$ cat src/rtl/rr_arbiter_fsm_pkg.sv
// Shared definitions for the round-robin arbiter: state encoding and default sizing.
package rr_arbiter_fsm_pkg;

    localparam int DEFAULT_N        = 4;
    localparam int DEFAULT_MAX_HOLD = 8;
    localparam int HOLD_W           = 8;

    typedef enum logic {
        IDLE  = 1'b0,
        GRANT = 1'b1
    } state_t;

endpackage

$ cat src/rtl/rr_arbiter_fsm_rr_pick.sv
// Combinational round-robin search: first set request after 'last', wrapping,
// optionally ignoring the requester at 'last' itself.
module rr_pick #(
    parameter int N  = 4,
    parameter int IW = $clog2(N)
) (
    input  logic [N-1:0]  req,
    input  logic [IW-1:0] last,
    input  logic          exclude_en,
    output logic          found,
    output logic [IW-1:0] idx
);

    logic [N-1:0]  masked;
    logic [IW-1:0] cand;

    always_comb begin
        masked = req;
        if (exclude_en) begin
            masked[last] = 1'b0;
        end
        found = 1'b0;
        idx   = '0;
        cand  = '0;
        for (int i = 1; i <= N; i++) begin
            cand = IW'((int'(last) + i) % N);
            if (!found && masked[cand]) begin
                found = 1'b1;
                idx   = cand;
            end
        end
    end

endmodule

$ cat src/rtl/rr_arbiter_fsm.sv
// Two-state round-robin arbiter with a per-owner hold limit; outputs are
// decoded purely from registered state so they never follow req combinationally.
module rr_arbiter_fsm
    import rr_arbiter_fsm_pkg::*;
#(
    parameter int N        = DEFAULT_N,
    parameter int MAX_HOLD = DEFAULT_MAX_HOLD
) (
    input  logic                 clk,
    input  logic                 rst_n,
    input  logic [N-1:0]         req,
    output logic [N-1:0]         gnt,
    output logic [$clog2(N)-1:0] gnt_id,
    output logic                 busy
);

    localparam int IW = $clog2(N);
    // The count is taken before the current cycle is added, so an owner reaches
    // its limit during its MAX_HOLD-th granted cycle and rotates on that edge.
    localparam logic [HOLD_W-1:0] HOLD_LAST = HOLD_W'(MAX_HOLD - 1);
    localparam logic [HOLD_W-1:0] HOLD_MAX  = HOLD_W'(MAX_HOLD);

    state_t            state, state_nxt;
    logic [IW-1:0]     owner, owner_nxt;
    logic [IW-1:0]     last, last_nxt;
    logic [HOLD_W-1:0] hold_cnt, hold_nxt;
    logic              pick_found;
    logic [IW-1:0]     pick_idx;
    logic              exclude_en;

    assign exclude_en = (state == GRANT);

    rr_pick #(
        .N  (N),
        .IW (IW)
    ) u_pick (
        .req        (req),
        .last       (last),
        .exclude_en (exclude_en),
        .found      (pick_found),
        .idx        (pick_idx)
    );

    always_ff @(posedge clk or negedge rst_n) begin
        if (!rst_n) begin
            state    <= IDLE;
            owner    <= '0;
            last     <= IW'(N - 1);
            hold_cnt <= '0;
        end else begin
            state    <= state_nxt;
            owner    <= owner_nxt;
            last     <= last_nxt;
            hold_cnt <= hold_nxt;
        end
    end

    always_comb begin
        state_nxt = state;
        owner_nxt = owner;
        last_nxt  = last;
        hold_nxt  = hold_cnt;
        case (state)
            IDLE: begin
                if (pick_found) begin
                    state_nxt = GRANT;
                    owner_nxt = pick_idx;
                    last_nxt  = pick_idx;
                    hold_nxt  = '0;
                end
            end
            GRANT: begin
                if (!req[owner] || (hold_cnt >= HOLD_LAST && pick_found)) begin
                    if (pick_found) begin
                        owner_nxt = pick_idx;
                        last_nxt  = pick_idx;
                        hold_nxt  = '0;
                    end else begin
                        state_nxt = IDLE;
                        hold_nxt  = '0;
                    end
                end else if (hold_cnt < HOLD_MAX) begin
                    hold_nxt = hold_cnt + 1'b1;
                end
            end
        endcase
    end

    always_comb begin
        busy   = (state == GRANT);
        gnt    = '0;
        gnt_id = '0;
        if (busy) begin
            gnt[owner] = 1'b1;
            gnt_id     = owner;
        end
    end

endmodule

$ cat config.mk
export PLATFORM = sky130hd
export DESIGN_NAME = rr_arbiter_fsm
export DESIGN_NICKNAME = d
export VERILOG_FILES = /design/src/rtl/rr_arbiter_fsm_pkg.sv /design/src/rtl/rr_arbiter_fsm_rr_pick.sv /design/src/rtl/rr_arbiter_fsm.sv
export SDC_FILE = /design/constraint.sdc
export NUM_CORES = 1
export LEC_CHECK = 0
export ABC_AREA = 1
export CORE_UTILIZATION = 53
export DETAILED_ROUTE_END_ITERATION = 6
export GPL_TIMING_DRIVEN = 0
export PLACE_DENSITY = 0.75
export SLEW_MARGIN = 20
export SYNTH_ARGS = -nofsm -noshare
export SYNTH_HDL_FRONTEND = slang
export SYNTH_SLANG_ARGS = --single-unit
$ cat constraint.sdc
create_clock -name clk -period 2.4 [get_ports clk]
set_input_delay 0.48 -clock clk [delete_from_list [all_inputs] [get_ports clk]]
set_output_delay 0.48 -clock clk [all_outputs]
set_load 0.05 [all_outputs]
# Yosys cells after proc, flatten, opt, wreduce, memory -nomap -nowiden
# Index checks and enable logic that the tools add are counted.
dict set report classes {
  addsub 5
  magnitude_cmp 10
  eq_ne 3
  n_mux 38
  bitwise 3
  n_reduce_logical 12
}
# operator n
set op_table {}
lappend op_table {{2-to-1 mux 8 bit} 3}
lappend op_table {{less-than comparator 2 x 3 -> 1 bit, second input constant} 6}
lappend op_table {{2-to-1 mux 2 bit} 9}
lappend op_table {{case mux 8 bit (2 select lines)} 1}
lappend op_table {{2-to-1 mux 1 bit} 13}
lappend op_table {{binary-select mux 1 bit (select 2 bit)} 5}
lappend op_table {{adder 8 x 1 -> 8 bit, second input constant} 1}
lappend op_table {{greater-or-equal comparator 8 x 3 -> 1 bit, second input constant} 1}
lappend op_table {{less-than comparator 8 x 4 -> 1 bit, second input constant} 1}
lappend op_table {{2-to-1 mux 4 bit} 2}
lappend op_table {{case mux 2 bit (2 select lines)} 2}
lappend op_table {{logical AND 1 bit} 6}
lappend op_table {{adder 2 x 1 -> 2 bit, second input constant} 2}
lappend op_table {{adder 2 bit, second input constant} 2}
lappend op_table {{AND 4 bit} 1}
lappend op_table {{demux 1 bit (select 2 bit)} 2}
lappend op_table {{greater-or-equal comparator 2 x 1 -> 1 bit, second input constant} 2}
lappend op_table {{logical NOT 1 bit} 4}
lappend op_table {{NOT 4 bit} 1}
lappend op_table {{inequality test 3 x 1 -> 1 bit, second input constant} 1}
lappend op_table {{inequality test 2 x 1 -> 1 bit, second input constant} 1}
lappend op_table {{inequality test 2 bit, second input constant} 1}
lappend op_table {{case mux 1 bit (2 select lines)} 1}
lappend op_table {{AND reduction 2 bit} 1}
lappend op_table {{other kinds (2)} 2}
dict set report word_totals {
  register_bits 13
  in_bits 6
  output_inout_bits 7
  wordCells 75
}

# Longest topological paths before layout
# Gate-level depths: netlist of run 1.
dict set report depth {
  word_depth 23
  ltp_mapped 14
  depth_no_buf 14
}

# Cells and area by module
# A second synthesis of run 1 with hierarchy kept.
dict set report hier_totals {
  hier_cells 150
  hier_area_um2 1047.3
}
# mod n_inst cells_per_inst area_per_inst_um2 seq_area_each_um2
set by_module_without_submodules {}
lappend by_module_without_submodules {rr_arbiter_fsm 1 97 723.2 327.8}
lappend by_module_without_submodules {rr_pick 1 53 324.1 0.0}

# Worst setup path before layout of run 1
# Ideal clock, no wire load.
dict set report synth_path {
  path_type {register -> output}
  from {reg state, in the netlist busy}
  to {out gnt[0]}
  t_arrival_ps 1940
  required_ps 1920
  slack_ps -20
  path_stages_with_launch 4
  path_buffers 1
  path_cell_list {dfrtp_1 > buf_4 > inv_1 > nor3_1}
}
dict set report synth_between {
  elab_chain_cells 1
}
# element line
set synth_lines {}
lappend synth_lines {{from (decl)} rr_arbiter_fsm.sv:23} ;# state_t state, state_nxt;
lappend synth_lines {{from (signal assigned)} rr_arbiter_fsm.sv:51} ;# state <= state_nxt;
lappend synth_lines {{2-to-1 mux 4 bit} rr_arbiter_fsm.sv:93} ;# if (busy) begin
lappend synth_lines {{to (decl)} rr_arbiter_fsm.sv:12} ;# output logic [N-1:0] gnt,
# No other way between the ends.

# Worst setup path after layout of run 1
dict set report layout_path {
  from {reg owner[0]}
  to {out gnt[1]}
}
dict set report layout_between {
  elab_chain_cells 5
  word_cells_on_any_way 6
  classes_between {order compare (2); mux (3); reduce/logical (1)}
}
# element line
set layout_lines {}
lappend layout_lines {{from (decl)} rr_arbiter_fsm.sv:24} ;# logic [IW-1:0] owner, owner_nxt;
lappend layout_lines {{from (signal assigned)} rr_arbiter_fsm.sv:52} ;# owner <= owner_nxt;
lappend layout_lines {{less-than comparator 2 x 3 -> 1 bit (not written as such) or greater-or-equal comparator 2 x 1 -> 1 bit (tied branches)} rr_arbiter_fsm.sv:94} ;# gnt[owner] = 1'b1;
lappend layout_lines {{logical AND 1 bit (not written as such)} rr_arbiter_fsm.sv:94}
lappend layout_lines {{2-to-1 mux 1 bit (not written as such)} rr_arbiter_fsm.sv:94}
lappend layout_lines {{demux 1 bit (select 2 bit) *} rr_arbiter_fsm.sv:94}
lappend layout_lines {{2-to-1 mux 4 bit *} rr_arbiter_fsm.sv:93}
# Mark *: on every way between the ends. The rest lies on a longest branch, timed or not.

==> out/qor.txt, run 1 <==
via density per instance: 4.772
Top FF cell, synth: sky130_fd_sc_hd__dfrtp_1
Maximum Capacitance Violations: 0
mean cell area of the mapped netlist: 6.577 µm²
portion of the clock cycle consumed by the worst path in the final layout: 0.9492
Period minus WS final: 2.278 ns
number of pins exceeding their max-slew limit in the final report: 0
drt first-iter violations: 10
number of warnings issued by yosys: 0
net count after synthesis: 155
setup repair after global routing missed its margin: no
clock-pin slew on the worst setup and hold paths: 0.07 ns
maximum number of pins on one net before global-route repair: 14
placed wire-length estimate after detailed placement: 1465 µm
critical path start-end classification: flip-flop to output port
Setup Skew: 0.002034 ns
area of the die: 1960 µm²
number of buffers added on ports: 12
biggest area consumer among synthesized cells: sky130_fd_sc_hd__dfrtp_1
total congestion overflow after global routing: 0
DR vias: 878
library cell with the highest instance count after synthesis: sky130_fd_sc_hd__nand2_1
Hold Buf Count CTS: 0
GRT Overall Usage: 0.2187
top cells by area in the synthesized netlist: sky130_fd_sc_hd__dfrtp_1, sky130_fd_sc_hd__nand2_1, sky130_fd_sc_hd__inv_1, sky130_fd_sc_hd__ha_1, sky130_fd_sc_hd__nand3_1
clock net sink count: 13
total length of routed wires: 1773 µm
Post-CTS Setup Inserts: 0
Max Freq: 439.0 MHz
sequential cell area fraction in the yosys report: 0.3461
routability congestion estimate from global placement: 0.8374
number of standard-cell rows in the floorplan: 14
leading post-synthesis cells by instance count: sky130_fd_sc_hd__nand2_1, sky130_fd_sc_hd__inv_1, sky130_fd_sc_hd__nor2_1
worst skew pair latency: 0.27 ns
fraction of post-synthesis cell area in the top cell type by area: 0.2906
die height: 44.28 µm
synthesized netlist cell count: 144
accumulated negative setup slack: 0 ns
Wirelength per Cell: 9.636 µm
CTS Buffer Depth: 2
wire length of the first global-routing pass: 3160 µm
final hold violations: 0
area growth from synthesis to layout: 19.15%
CTS-repair resized insts: 0
clock tree from TritonCTS: built
class of the most critical hold timing path: flip-flop to flip-flop
DRC Markers: 0
Post-Syn Area: 947.2 µm²
layout cells sized above 1: 0.1313
Num CTS Buffers: 3
vias in the first global route: 813
unique cell type count in the Yosys netlist: 20
largest fanout on the critical path: 7
starting density of the core: 0.5942
placeable core region: 1594 µm²
I/O pin cnt: 13
status: completed
H-tree lvl count: 1
final setup violation count: 0
CP required: 1.92 ns
Worst setup EP type: output port
number of synthesized flops with an enable pin: 0
initial antenna violation count: 0
Max transition margin: 0.6323
total iterations of the first detailed-routing run: 4
antenna fix cells: 0
transition time at the pin with the least slew margin: 0.5499 ns
cell at the root of the clock tree: sky130_fd_sc_hd__clkbuf_4
Critical Path Start Type: flip-flop
worst endpoint data arrival time: 1.80 ns
Final #Nets: 172
async set or reset register ratio after synthesis: 1.000
die width: 44.28 µm
ANT nets after route: 0
post-synthesis sequential element count: 13
sequential cells by signal, indices dropped and copies added, names as in the netlist:
signal,count
last,2
busy,1
hold_cnt,8
owner,2
layout by cell type, fill, tap and decap left out:
cell                              instances
sky130_fd_sc_hd__nand2_1                 61
sky130_fd_sc_hd__nand2_2                  3
sky130_fd_sc_hd__nor2_2                   2
sky130_fd_sc_hd__nor3_2                   1
sky130_fd_sc_hd__nand4_1                  3
sky130_fd_sc_hd__ha_1                     5
sky130_fd_sc_hd__o21ai_2                  1
sky130_fd_sc_hd__nand3_1                 11
sky130_fd_sc_hd__nor2_1                  12
sky130_fd_sc_hd__nand3_2                  3
sky130_fd_sc_hd__nor2_4                   1
sky130_fd_sc_hd__a21oi_1                  1
sky130_fd_sc_hd__inv_1                   20
sky130_fd_sc_hd__clkbuf_4                 3
sky130_fd_sc_hd__buf_6                    1
sky130_fd_sc_hd__buf_4                    1
sky130_fd_sc_hd__inv_2                    3
sky130_fd_sc_hd__dfstp_2                  2
sky130_fd_sc_hd__dfrtp_1                 11
sky130_fd_sc_hd__clkdlybuf4s50_1         12
sky130_fd_sc_hd__o21ai_0                  1
sky130_fd_sc_hd__nand3b_1                 1
sky130_fd_sc_hd__clkbuf_1                 1
worst paths after layout:
kind | from | to | slack, ns | cells after the start
min in group asynchronous | rst_n | owner[1]$_DFFE_PN0P_ | 0.56 | 1
max in group asynchronous | rst_n | last[0]$_DFFE_PN1P_ | 1.47 | 1
setup / recovery | owner[0]$_DFFE_PN0P_ | gnt[1] | 0.12 | 3
setup reg to reg | last[0]$_DFFE_PN1P_ | hold_cnt[2]$_DFFE_PN0P_ | 0.41 | 12
hold reg to reg | hold_cnt[4]$_DFFE_PN0P_ | hold_cnt[4]$_DFFE_PN0P_ | 0.49 | 2
hold / removal | hold_cnt[4]$_DFFE_PN0P_ | hold_cnt[4]$_DFFE_PN0P_ | 0.49 | 2
area by class of cell:
class                      instances  area [µm²]
multi-input combinational        106       519.2
fill                             140       465.4
sequential                        13       327.8
timing repair buffer              12       120.1
inverter                          23       86.33
tap                               24       30.03
clock buffer                       4       26.28
buffer                             2       18.77
logic make-up after synthesis:
family / count (synthesis) / synth area share
AOI/OAI and AO/OA: 3 / 0.01981
adders and majority gates: 5 / 0.06605
buffers and inverters: 25 / 0.1110
DFF: 13 / 0.3461
and+or+nand+nor: 98 / 0.4571
worst max-delay path, stage by stage, from the launching register on:
cell,delay (ns)
sky130_fd_sc_hd__dfrtp_1,0.49
sky130_fd_sc_hd__nand2_1,0.13
sky130_fd_sc_hd__nor2_1,0.10
sky130_fd_sc_hd__clkdlybuf4s50_1,0.80
metrics by stage:
step / setup slack [ns] / hold WS, ns / instance area [µm²] / utilization / cells
2_1_floorplan: 0.3539 / 0.1844 / 952.2 / - / 144
3_3_place_gp: 0.3009 / 0.4746 / 1102 / 0.6915 / 180
3_5_place_dp: 0.2703 / 0.4825 / 1102 / 0.6915 / 180
4_1_cts: 0.1139 / 0.5002 / 1129 / 0.7080 / 184
5_1_grt: 0.02818 / 0.5247 / 1129 / 0.7080 / 184
6_report: 0.1220 / 0.4949 / 1129 / 0.7080 / 184
routing by layer:
layer | vias to the layer above | track usage | wire [µm]
li1 | 466 | - | -
met1 | 393 | 0.2756 | 882
met2 | 17 | 0.3794 | 795
met3 | 2 | 0.07347 | 85
met4 | 0 | 0.01818 | 10
met5 | - | 0 | 0
Power of run 1 is left out: the tool's default activity adds up to more than one toggle a clock period on the data nets, which glitch-free logic cannot reach.
==> inputs of run 2 (changes only) <==
- CORE_MARGIN: default -> 1
==> results of run 2 <==
The final DEF is identical to that of run 1; final timing and power are the same.
Power of run 2 is left out for the same reason.
